[config.mk]
export PLATFORM = sky130hd
export DESIGN_NAME = ahbl_regfile_slave
export DESIGN_NICKNAME = d
export VERILOG_FILES = /design/src/rtl/ahbl_regfile_slave.sv
export SDC_FILE = /design/constraint.sdc
export NUM_CORES = 1
export LEC_CHECK = 0
export BUFFER_PORTS_ARGS = -buffer_cell sky130_fd_sc_hd__buf_2
export CAP_MARGIN = 20
export CORE_MARGIN = 2
export CORE_UTILIZATION = 44
export CTS_CLUSTER_DIAMETER = 50
export DETAILED_ROUTE_END_ITERATION = 16
export GPL_ROUTABILITY_DRIVEN = 1
export PLACE_DENSITY = 0.82
export SLEW_MARGIN = 20
export SYNTH_ARGS = -nofsm -noshare
export SYNTH_HDL_FRONTEND = slang
export SYNTH_SLANG_ARGS = --single-unit
[constraint.sdc]
create_clock -name HCLK -period 2.92 [get_ports HCLK]
set_input_delay 0.438 -clock HCLK [delete_from_list [all_inputs] [get_ports HCLK]]
set_output_delay 0.438 -clock HCLK [all_outputs]
set_load 0.005 [all_outputs]
[src/rtl/ahbl_regfile_slave.sv]
// AHB-Lite register-file slave: NUM_REGS RW words plus a read-only ID word.
// Define AHBL_REGFILE_ERR_EN to build the two-cycle ERROR response path.
module ahbl_regfile_slave #(
    parameter logic [31:0] ID          = 32'hABCD_EF00,
    parameter int          NUM_REGS    = 4,
    parameter logic [31:0] RESET_VAL   = 32'h0000_0000,
    parameter int          WAIT_STATES = 0,
    parameter int          ADDR_W      = 12
) (
    input  logic                     HCLK,
    input  logic                     HRESETn,
    input  logic                     HSEL,
    input  logic [31:0]              HADDR,
    input  logic [1:0]               HTRANS,
    input  logic                     HREADY,
    input  logic [2:0]               HSIZE,
    input  logic                     HWRITE,
    input  logic [31:0]              HWDATA,
    output logic                     HREADYOUT,
    output logic                     HRESP,
    output logic [31:0]              HRDATA,
    output logic [NUM_REGS*32-1:0]   reg_q,
    output logic [NUM_REGS-1:0]      reg_wr_stb
);

    localparam int             IW      = ADDR_W - 2;
    localparam logic [IW-1:0]  ID_IDX  = IW'(NUM_REGS);
    localparam logic [2:0]     WS_LOAD = 3'(WAIT_STATES > 0 ? WAIT_STATES - 1 : 0);

`ifdef AHBL_REGFILE_ERR_EN
    typedef enum logic [2:0] {S_IDLE, S_WAIT, S_DATA, S_ERR1, S_ERR2} state_t;
`else
    typedef enum logic [1:0] {S_IDLE, S_WAIT, S_DATA} state_t;
`endif

    state_t                      r_state;
    state_t                      w_next;
    logic [IW-1:0]               r_idx;
    logic [1:0]                  r_lo;
    logic [2:0]                  r_size;
    logic                        r_write;
    logic                        r_bad;
    logic [2:0]                  r_cnt;
    logic [NUM_REGS-1:0][31:0]   r_regs;
    logic [NUM_REGS-1:0]         r_stb;

    logic                        w_cap;
    logic                        w_load;
    logic [IW-1:0]               w_aidx;
    logic                        w_abad;
    logic                        w_commit;
    logic [3:0]                  w_be;
    logic                        w_unused;

    assign w_cap    = HREADY & HSEL & HTRANS[1];
    assign w_aidx   = HADDR[ADDR_W-1:2];
    assign w_abad   = (w_aidx > ID_IDX) | (HSIZE > 3'd2);
    assign w_commit = (r_state == S_DATA) & r_write & ~r_bad & (r_idx != ID_IDX);
    assign w_unused = ^{HADDR[31:ADDR_W], HTRANS[0]};

    // Next-state decode; a new address phase is only taken while the bus is ready
    always_comb begin
        w_next = r_state;
        w_load = 1'b0;
        unique case (r_state)
            S_WAIT: begin
                if (r_cnt == 3'd0) w_next = S_DATA;
            end
`ifdef AHBL_REGFILE_ERR_EN
            S_ERR1: begin
                w_next = S_ERR2;
            end
`endif
            default: begin
                if (HREADY) begin
                    if (w_cap) begin
                        w_load = 1'b1;
`ifdef AHBL_REGFILE_ERR_EN
                        if (w_abad) w_next = S_ERR1;
                        else
`endif
                        w_next = (WAIT_STATES > 0) ? S_WAIT : S_DATA;
                    end else begin
                        w_next = S_IDLE;
                    end
                end
            end
        endcase
    end

    // State register, address-phase capture and wait-state counter
    always_ff @(posedge HCLK or negedge HRESETn) begin
        if (!HRESETn) begin
            r_state <= S_IDLE;
            r_idx   <= '0;
            r_lo    <= '0;
            r_size  <= '0;
            r_write <= 1'b0;
            r_bad   <= 1'b0;
            r_cnt   <= '0;
        end else begin
            r_state <= w_next;
            if (w_load) begin
                r_idx   <= w_aidx;
                r_lo    <= HADDR[1:0];
                r_size  <= HSIZE;
                r_write <= HWRITE;
                r_bad   <= w_abad;
                r_cnt   <= WS_LOAD;
            end else if (r_state == S_WAIT && r_cnt != 3'd0) begin
                r_cnt <= r_cnt - 3'd1;
            end
        end
    end

    // Byte-lane enables from the captured size and low address bits
    always_comb begin
        w_be = 4'b0000;
        unique case (1'b1)
            (r_size == 3'd0): w_be = 4'b0001 << r_lo;
            (r_size == 3'd1): w_be = r_lo[1] ? 4'b1100 : 4'b0011;
            (r_size == 3'd2): w_be = 4'b1111;
            default:          w_be = 4'b0000;
        endcase
    end

    // Register file write and the one-cycle strobe that follows each commit
    always_ff @(posedge HCLK or negedge HRESETn) begin
        if (!HRESETn) begin
            for (int i = 0; i < NUM_REGS; i++) r_regs[i] <= RESET_VAL;
            r_stb <= '0;
        end else begin
            for (int i = 0; i < NUM_REGS; i++) begin
                r_stb[i] <= w_commit && (r_idx == IW'(i));
                if (w_commit && (r_idx == IW'(i))) begin
                    for (int b = 0; b < 4; b++) begin
                        if (w_be[b]) r_regs[i][8*b +: 8] <= HWDATA[8*b +: 8];
                    end
                end
            end
        end
    end

    // Read mux: data only in the OKAY data phase of a decodable access
    always_comb begin
        HRDATA = 32'h0;
        if (r_state == S_DATA && !r_bad) begin
            if (r_idx == ID_IDX) begin
                HRDATA = ID;
            end else begin
                for (int i = 0; i < NUM_REGS; i++) begin
                    if (r_idx == IW'(i)) HRDATA = r_regs[i];
                end
            end
        end
    end

`ifdef AHBL_REGFILE_ERR_EN
    assign HREADYOUT = (r_state != S_WAIT) && (r_state != S_ERR1);
    assign HRESP     = (r_state == S_ERR1) || (r_state == S_ERR2);
`else
    assign HREADYOUT = (r_state != S_WAIT);
    assign HRESP     = 1'b0;
`endif

    assign reg_q      = r_regs;
    assign reg_wr_stb = r_stb;

endmodule

==> After elaboration in Yosys (flattened, before gate mapping) <==
Index checks and enable logic that the tools add are counted.
{ "classes": {"muxes": 17, "eq_ne": 11, "reduce_logical": 30, "n_shift": 1, "add_sub_neg": 1, "bitwise_logic": 7, "order_cmp": 2} }
{ "ops": {"columns": ["cell", "count"], "rows": [
  ["32-bit 2-to-1 mux", 6],
  ["2-bit AND reduction", 17],
  ["10-bit by 2-bit == test with 1-bit output, second input constant", 2],
  ["4-bit one-hot mux with 3 select lines", 1],
  ["10-bit by 1-bit == test with 1-bit output, second input constant", 1],
  ["10-bit by 3-bit == test with 1-bit output, second input constant", 1],
  ["10-bit by 3-bit greater-than comparator with 1-bit output, second input constant", 1],
  ["10-bit zero test", 1],
  ["10-bit by 3-bit inequality test with 1-bit output, second input constant", 1],
  ["2-bit 2-to-1 mux", 4],
  ["1-bit logical AND", 6],
  ["3-bit zero test", 2],
  ["3-bit 2-to-1 mux", 2],
  ["1-bit bitwise AND", 5],
  ["4-bit 2-to-1 mux", 1],
  ["2-bit nonzero test", 2],
  ["1-bit by 2-bit << shifter with 4-bit output, first input constant", 1],
  ["3-bit by 1-bit == test with 1-bit output, second input constant", 1],
  ["3-bit by 2-bit == test with 1-bit output, second input constant", 1],
  ["3-bit by 2-bit greater-than comparator with 1-bit output, second input constant", 1],
  ["1-bit 2-to-1 mux", 3],
  ["3-bit nonzero test", 1],
  ["3-bit by 1-bit subtractor with 3-bit output, second input constant", 1],
  ["2-bit by 1-bit == test with 1-bit output, second input constant", 1],
  ["other kinds (6)", 6]
]} }
{ "totals": {"in_bits": 74, "ff_bits": 154} }

==> Logic depth before layout (Yosys ltp) <==
Gate-level depths: netlist (run 1).
{ "logic_depth": {"depth_word": 7, "mapped_depth": 7, "ltp_nobuf": 5} }

==> Worst setup path after synthesis (run 1) <==
Ideal clock, no wire load.
{ "synth_path": {"kind": "flip-flop to output port", "from": "reg r_idx[7]", "to": "out HRDATA[0]", "n_path_buf": 3, "arrival_time_ps": 1953, "slack_ps": 529, "stages_incl_launch_ff": 7, "t_required_ps": 2482, "cell_sequence": "dfrtp_1 or4_1 buf_2 or3_1 clkbuf_1 buf_2 nor3_1"} }
{ "synth_via": {"elab_chain_len": 7, "elab_cells_between_ends": 11} }
{ "synth_rtl": {"columns": ["element", "line_no", "rtl"], "rows": [
  ["from (decl)", "38", "logic [IW-1:0] r_idx;"],
  ["from (signal assigned)", "104", "r_idx <= w_aidx;"],
  ["10-bit zero test", "152", "if (r_idx == IW'(i)) HRDATA = r_regs[i];"],
  ["32-bit 2-to-1 mux (4 in a row)", "152", null],
  ["32-bit 2-to-1 mux *", "148", "if (r_idx == ID_IDX) begin"],
  ["32-bit 2-to-1 mux *", "147", "if (r_state == S_DATA && !r_bad) begin"],
  ["to (decl)", "21", "output logic [31:0] HRDATA,"]
]} }
Mark *: on every way between the ends. The rest lies on a longest branch, timed or not.

==> Worst setup path in the final report (run 1) <==
{ "layout_path": {"from": "reg r_idx[9]", "to": "out HRDATA[0]"} }
Same word-level chain as after synthesis.

==> impl_metrics.toml, run 1 <==
[outcome]
status = "finished with violations"
violations = "negative hold slack"

[timing]
holdWs_ps = -3.111
setup_tns_ps = 0
max_freq_ghz = 0.3450
period_needed_ps = 2899
worstMarginPinSlew_ps = 835.5
maxSlewHeadroom_pct = 44.14
hold_viol_final = 3
finalCritPeriodShare_pct = 99.26
skew_ps = 11.36
rsz0062_at_grt = "yes"
drv_slew = 0
setup_ws_ps = 21.47
setup_viol = 0

[setup_path]
start_kind = "flip-flop"
arrival_ps = 2460
crit_path_end_kind = "output pin"
slowest_delay_ps = 640
crit_path_top_delay_cell = "or4_1"
cp.required_ps = 2480
cp_cell_sequence = "or4_1 -> or3_4 -> nor3_1 -> buf_2"
cp_max_fo = 15
critical_path_class = "reg2out"

[synthesis]
netlist_area_um2 = 7014
yosysSeqAreaShare_pct = 53.51
syn_avg_cell_area_um2 = 12.68
ys_warn_count = 0
yosysMostFrequentCell = "mux2_2"
synth_area_leaders = "dfrtp_1, mux2_2, mux2i_1, nor2_1, and2_1"
synth_common_cells = "mux2_2, dfrtp_1, nor2_1"
async_reset_ff_share_pct = 100.0
synth.distinct_cells = 41
synthCells = 553
synth_seq_cells = 150
synth_edf_count = 0
syn_nets = 627
synth_area_leader_cell = "dfrtp_1"
synth_ff_type = "dfrtp_1"
yosysTopAreaCellShare_pct = 53.51

[run]
drv_cap = 0

[drt]
avgViaCountPerCell = 5.365
drt_iter0_drc = 266
remaining_drc_errors = 0
wire_per_inst_um = 18.72
vias = 5462
ant_nets = 0
postRouteWirelength_um = 19060
first_pass_iters = 4

[clock_network]
cts_sinks = 150
path_clk_slew_ps = 60
cts_tree = "built"
clockRootBuffer = "clkbuf_16"
hold_buffers = 0
ctsLongestPathBuffers = 2
clk-insertion-delay-late_ps = 420
cts_inserted_buffers = 17
h-tree-depth = 4

[place]
numPortBuffers = 216
dp_slack_ps = 218.5
place_area_um2 = 8474
place.gp.congestion = 0.8053
dp_hpwl_um = 14030

[global_route]
antenna_found_initial = 0
grt_max_degree = 60
grt_pass1_vias = 5253
grt_usage_pct = 22.48
overflow = 0
grt_pass1_wl_um = 28780

[final_layout]
final_core_util_pct = 57.88
final_net_count = 863
area_growth_syn_to_layout_pct = 29.66
drive_gt1_share_pct = 55.74
stdcell_area_um2 = 9095
diodes = 0

[floorplanning]
die_y_um = 130.3
ios = 240
core-area_um2 = 15710
fp.dieArea_um2 = 16970
die_w_um = 130.3
row_count = 46
initial_core_util_pct = 44.64

[pwr]
p_per_area_nw_per_um2 = 556.4
vdd_drop_max_uv = 355.0
p_leak_uw = 0.004646

[worst_hold_path]
hp-class = "in2async"
where the power goes:
group	internal, µW	switching, µW	total (µW)
Clock	1340	845	2190
Sequential	2160	87.1	2250
Combinational	268	352	620
per-layer routing:
metal | wire, µm | global-route usage (%)
met4 | 327 | 8.159
met5 | 0 | 0
met1 | 8168 | 28.88
met2 | 9208 | 37.11
met3 | 1350 | 5.535
placed cells by master (no fill, tap or decap), types with 2 or more instances in the layout:
cell type	count
and2_1	19
nand3_1	14
buf_4	30
inv_1	3
nand2_1	8
a31oi_1	17
clkbuf_1	3
nor2b_1	2
mux2_1	8
clkbuf_16	17
dfrtp_2	2
buf_2	215
o22ai_1	15
nand2b_1	3
conb_1	2
clkinv_2	3
dfrtp_1	148
nand4_1	4
a21oi_1	3
o21ai_0	21
inv_6	2
nor2_2	5
mux2_2	151
nor2_1	37
nor4_4	5
nor4_1	2
and3_1	2
clkinvlp_4	4
nor3_1	16
a21o_1	2
mux2i_1	17
bufinv_16	3
nand4b_1	2
critical path: cells and delay by family, from the launching register on:
kind                   cells  cell delay, ps
buffers and inverters      1             170
DFF                        1             430
and+or+nand+nor            3            1440
final timing paths:
path	slack, ps	end	cells after the start	start
max in group asynchronous	2200	r_idx[0]$_DFFE_PN0P_	2	HRESETn
worst max-delay path	20	HRDATA[0]	4	r_idx[9]$_DFFE_PN0P_
min in group HCLK	230	r_state[1]$_DFFE_PN0P_	2	HREADY
worst max register to register	450	reg_q[69]$_DFFE_PN0P_	5	r_idx[2]$_DFFE_PN0P_
worst min register to register	510	reg_q[67]$_DFFE_PN0P_	1	reg_q[67]$_DFFE_PN0P_
worst min-delay path	-3	reg_q[84]$_DFFE_PN0P_	1	HRESETn
metrics by stage:
stage	power [µW]	std cells
after detailed placement	2897	984
after CTS	5104	1016
final	5060	1018
after floorplan	2619	553
after global placement	2879	984
after global routing	5269	1018
what timing repair did:
item                                    4_1_cts  5_1_grt
endpoints found under the setup margin       16       21
pin swaps                                     0        2
setup buffers                                 0        2
resized for setup                             2        2
final cells by class:
class	instances	area, µm²
Clock buffer	20	436.7
Clock inverter	12	152.6
Fill cell	1330	6618
Inverter	3	11.26
Multi-Input combinational cell	370	3136
Sequential cell	150	3756
Tap cell	216	270.3
Timing Repair Buffer	247	1333
registers in the layout, summed over array words and instances (netlist names):
register    flops
r_state         1
r_lo            2
r_idx          10
reg_wr_stb      4
r_size          3
r_write         1
r_bad           1
reg_q         128
logic make-up (layout without fill, tap and decap cells):
kind of cell           Yosys count  after routing  synth area share, %
muxes                          176            176                27.95
DFF                            150            150                53.51
and+or+nand+nor                131            131                11.26
AOI/OAI and AO/OA               61             61                5.155
buffers and inverters           33            282                2.016
other                            2              2               0.1071
(Power assumes the default switching activity.)
==> run 2, diff against run 1 <==
Settings changed: ABC_AREA set to 0, GPL_ROUTABILITY_DRIVEN 1 to unset.
Clock period 2.92 ns to 3.7 ns, I/O delays scaled along.
==> run 2 against run 1 <==
Design area shrank 0.62%. Via count is 0.75% lower. Clock skew fell by 5.8 ps. Sequential share of layout area increased by 0.26 points. Combinational power decreased by 29%. First-iteration DRC count down 23%. Critical path type unchanged. Sequential power shrank 20%. Hold slack gained 250 ps. The run now ends clean.
==> impl_metrics.toml, run 2 (synthesis results as in run 1) <==
[setup_path]
cp_max_fo = 15
critical_path_class = "reg2out"
cp.required_ps = 3140
arrival_ps = 2730
slowest_delay_ps = 680
crit_family = "simple AND/OR/NAND/NOR gates"
crit_path_end_kind = "output pin"
worstRegToRegCells = 4
cp.depth = 5
cp_cell_sequence = "or4_1 -> buf_4 -> or3_1 -> nor3_1 -> buf_2"
start_kind = "flip-flop"
critPathBufInv = 2
crit_path_top_delay_cell = "or3_1"

[clock_network]
cts_inserted_buffers = 17
hold_buffers = 0
clk-insertion-delay-late_ps = 410
cts_setup_buffers = 0
h-tree-depth = 4
cts_sinks = 150
cts_tree = "built"
ctsLongestPathBuffers = 2
clockRootBuffer = "clkbuf_16"
path_clk_slew_ps = 60
cts_resized = 0

[global_route]
grt_pass1_wl_um = 29170
grt_max_degree = 97
antenna_found_initial = 0
grt_pass1_vias = 5300
grt_usage_pct = 22.93
overflow = 0

[place]
dp_hpwl_um = 13860
place_area_um2 = 8384
place.gp.congestion = 0.8006
numPortBuffers = 216

[drt]
vias = 5421
first_pass_iters = 4
remaining_drc_errors = 0
avgViaCountPerCell = 5.399
drt_iter0_drc = 206
postRouteWirelength_um = 19210
wire_per_inst_um = 19.13
ant_nets = 0

[final_layout]
fillCellCount = 1333
multi_input_area_um2 = 3119
final_common_cell = "buf_2"
largest_reg_flops = 128
diodes = 0
mostFrequentLayoutCells = "buf_2, mux2_2, dfrtp_1, nor2_1, o21ai_0"
area_growth_syn_to_layout_pct = 28.86
drive_gt1_share_pct = 54.57
final_core_util_pct = 57.53
final-seq-area_um2 = 3756
stdcell_area_um2 = 9039
final_net_count = 849

[timing]
rsz0062_at_grt = "no"
period_needed_ps = 3288
worstMarginPinSlew_ps = 883.4
maxSlewHeadroom_pct = 41.11
finalCritPeriodShare_pct = 88.87
drv_slew = 0
max_freq_ghz = 0.3041
setup_viol = 0
setup_tns_ps = 0
holdWs_ps = 244.5
hold_viol_final = 0
skew_ps = 5.586

[floorplanning]
die_y_um = 130.3
ios = 240
die_w_um = 130.3
row_count = 46
fp.dieArea_um2 = 16970
core-area_um2 = 15710
initial_core_util_pct = 44.64

[worst_hold_path]
hp-class = "in2async"

[outcome]
status = "finished clean"

[pwr]
vdd_drop_max_uv = 300.5
p_leak_uw = 0.004620
p_per_area_nw_per_um2 = 455.5

[run]
drv_cap = 0
run 2: changes by cell type in the layout (fill, tap and decap cells not counted), sizes merged:
cell and delta:
buf -14, bufinv +1, clkbuf +5, clkinvlp -4
inv -2
run 2: final timing paths:
path / end / start / slack (ps)
setup / recovery: HRDATA[1] / r_idx[7]$_DFFE_PN0P_ / 410
hold / removal: reg_q[84]$_DFFE_PN0P_ / HRESETn / 240
setup reg to reg: reg_q[62]$_DFFE_PN0P_ / r_size[1]$_DFFE_PN0P_ / 960
hold reg to reg: r_bad$_DFFE_PN0P_ / r_bad$_DFFE_PN0P_ / 510
max in group asynchronous: reg_q[33]$_DFFE_PN0P_ / HRESETn / 2630
min in group HCLK: r_state[1]$_DFFE_PN0P_ / HREADY / 350
run 2: area by class of cell:
class,instances,area share (%)
multi-input combinational,370,34.51
inverter,3,0.1246
clock buffer,25,5.703
clock inverter,7,1.537
timing repair buffer,233,13.58
sequential,150,41.56
tap,216,2.990
run 2: report_power, final:
group	internal [µW]	leakage, µW	total, µW	switching (µW)
logic	193	0.00233	439	245
clock network	1240	0.000323	1880	640
registers	1710	0.00196	1800	93.4
run 2: per-stage QoR:
stage | std cells | total power, µW | setup WS, ps
6_report | 1004 | 4117 | 411.9
5_1_grt | 1004 | 4284 | 356.7
4_1_cts | 1004 | 4160 | 413.5
3_5_place_dp | 972 | 2269 | 861.2
3_3_place_gp | 972 | 2257 | 867.4
2_1_floorplan | 553 | 2067 | 1192
run 2: layer usage:
layer / global-route usage, % / wire, µm / share of wire [%]
met1: 28.29 / 7956 / 41
met2: 39.05 / 9477 / 49
met3: 5.863 / 1411 / 7.3
met4: 8.412 / 363 / 1.9
met5: 0 / 0 / 0
run 2: worst reg2reg max path: cells and delay by family (launching register included):
kind               cells  cell delay, ps
and+or+nand+nor        2            1090
AOI/OAI and AO/OA      1             650
DFF                    1             470
muxes                  1             430
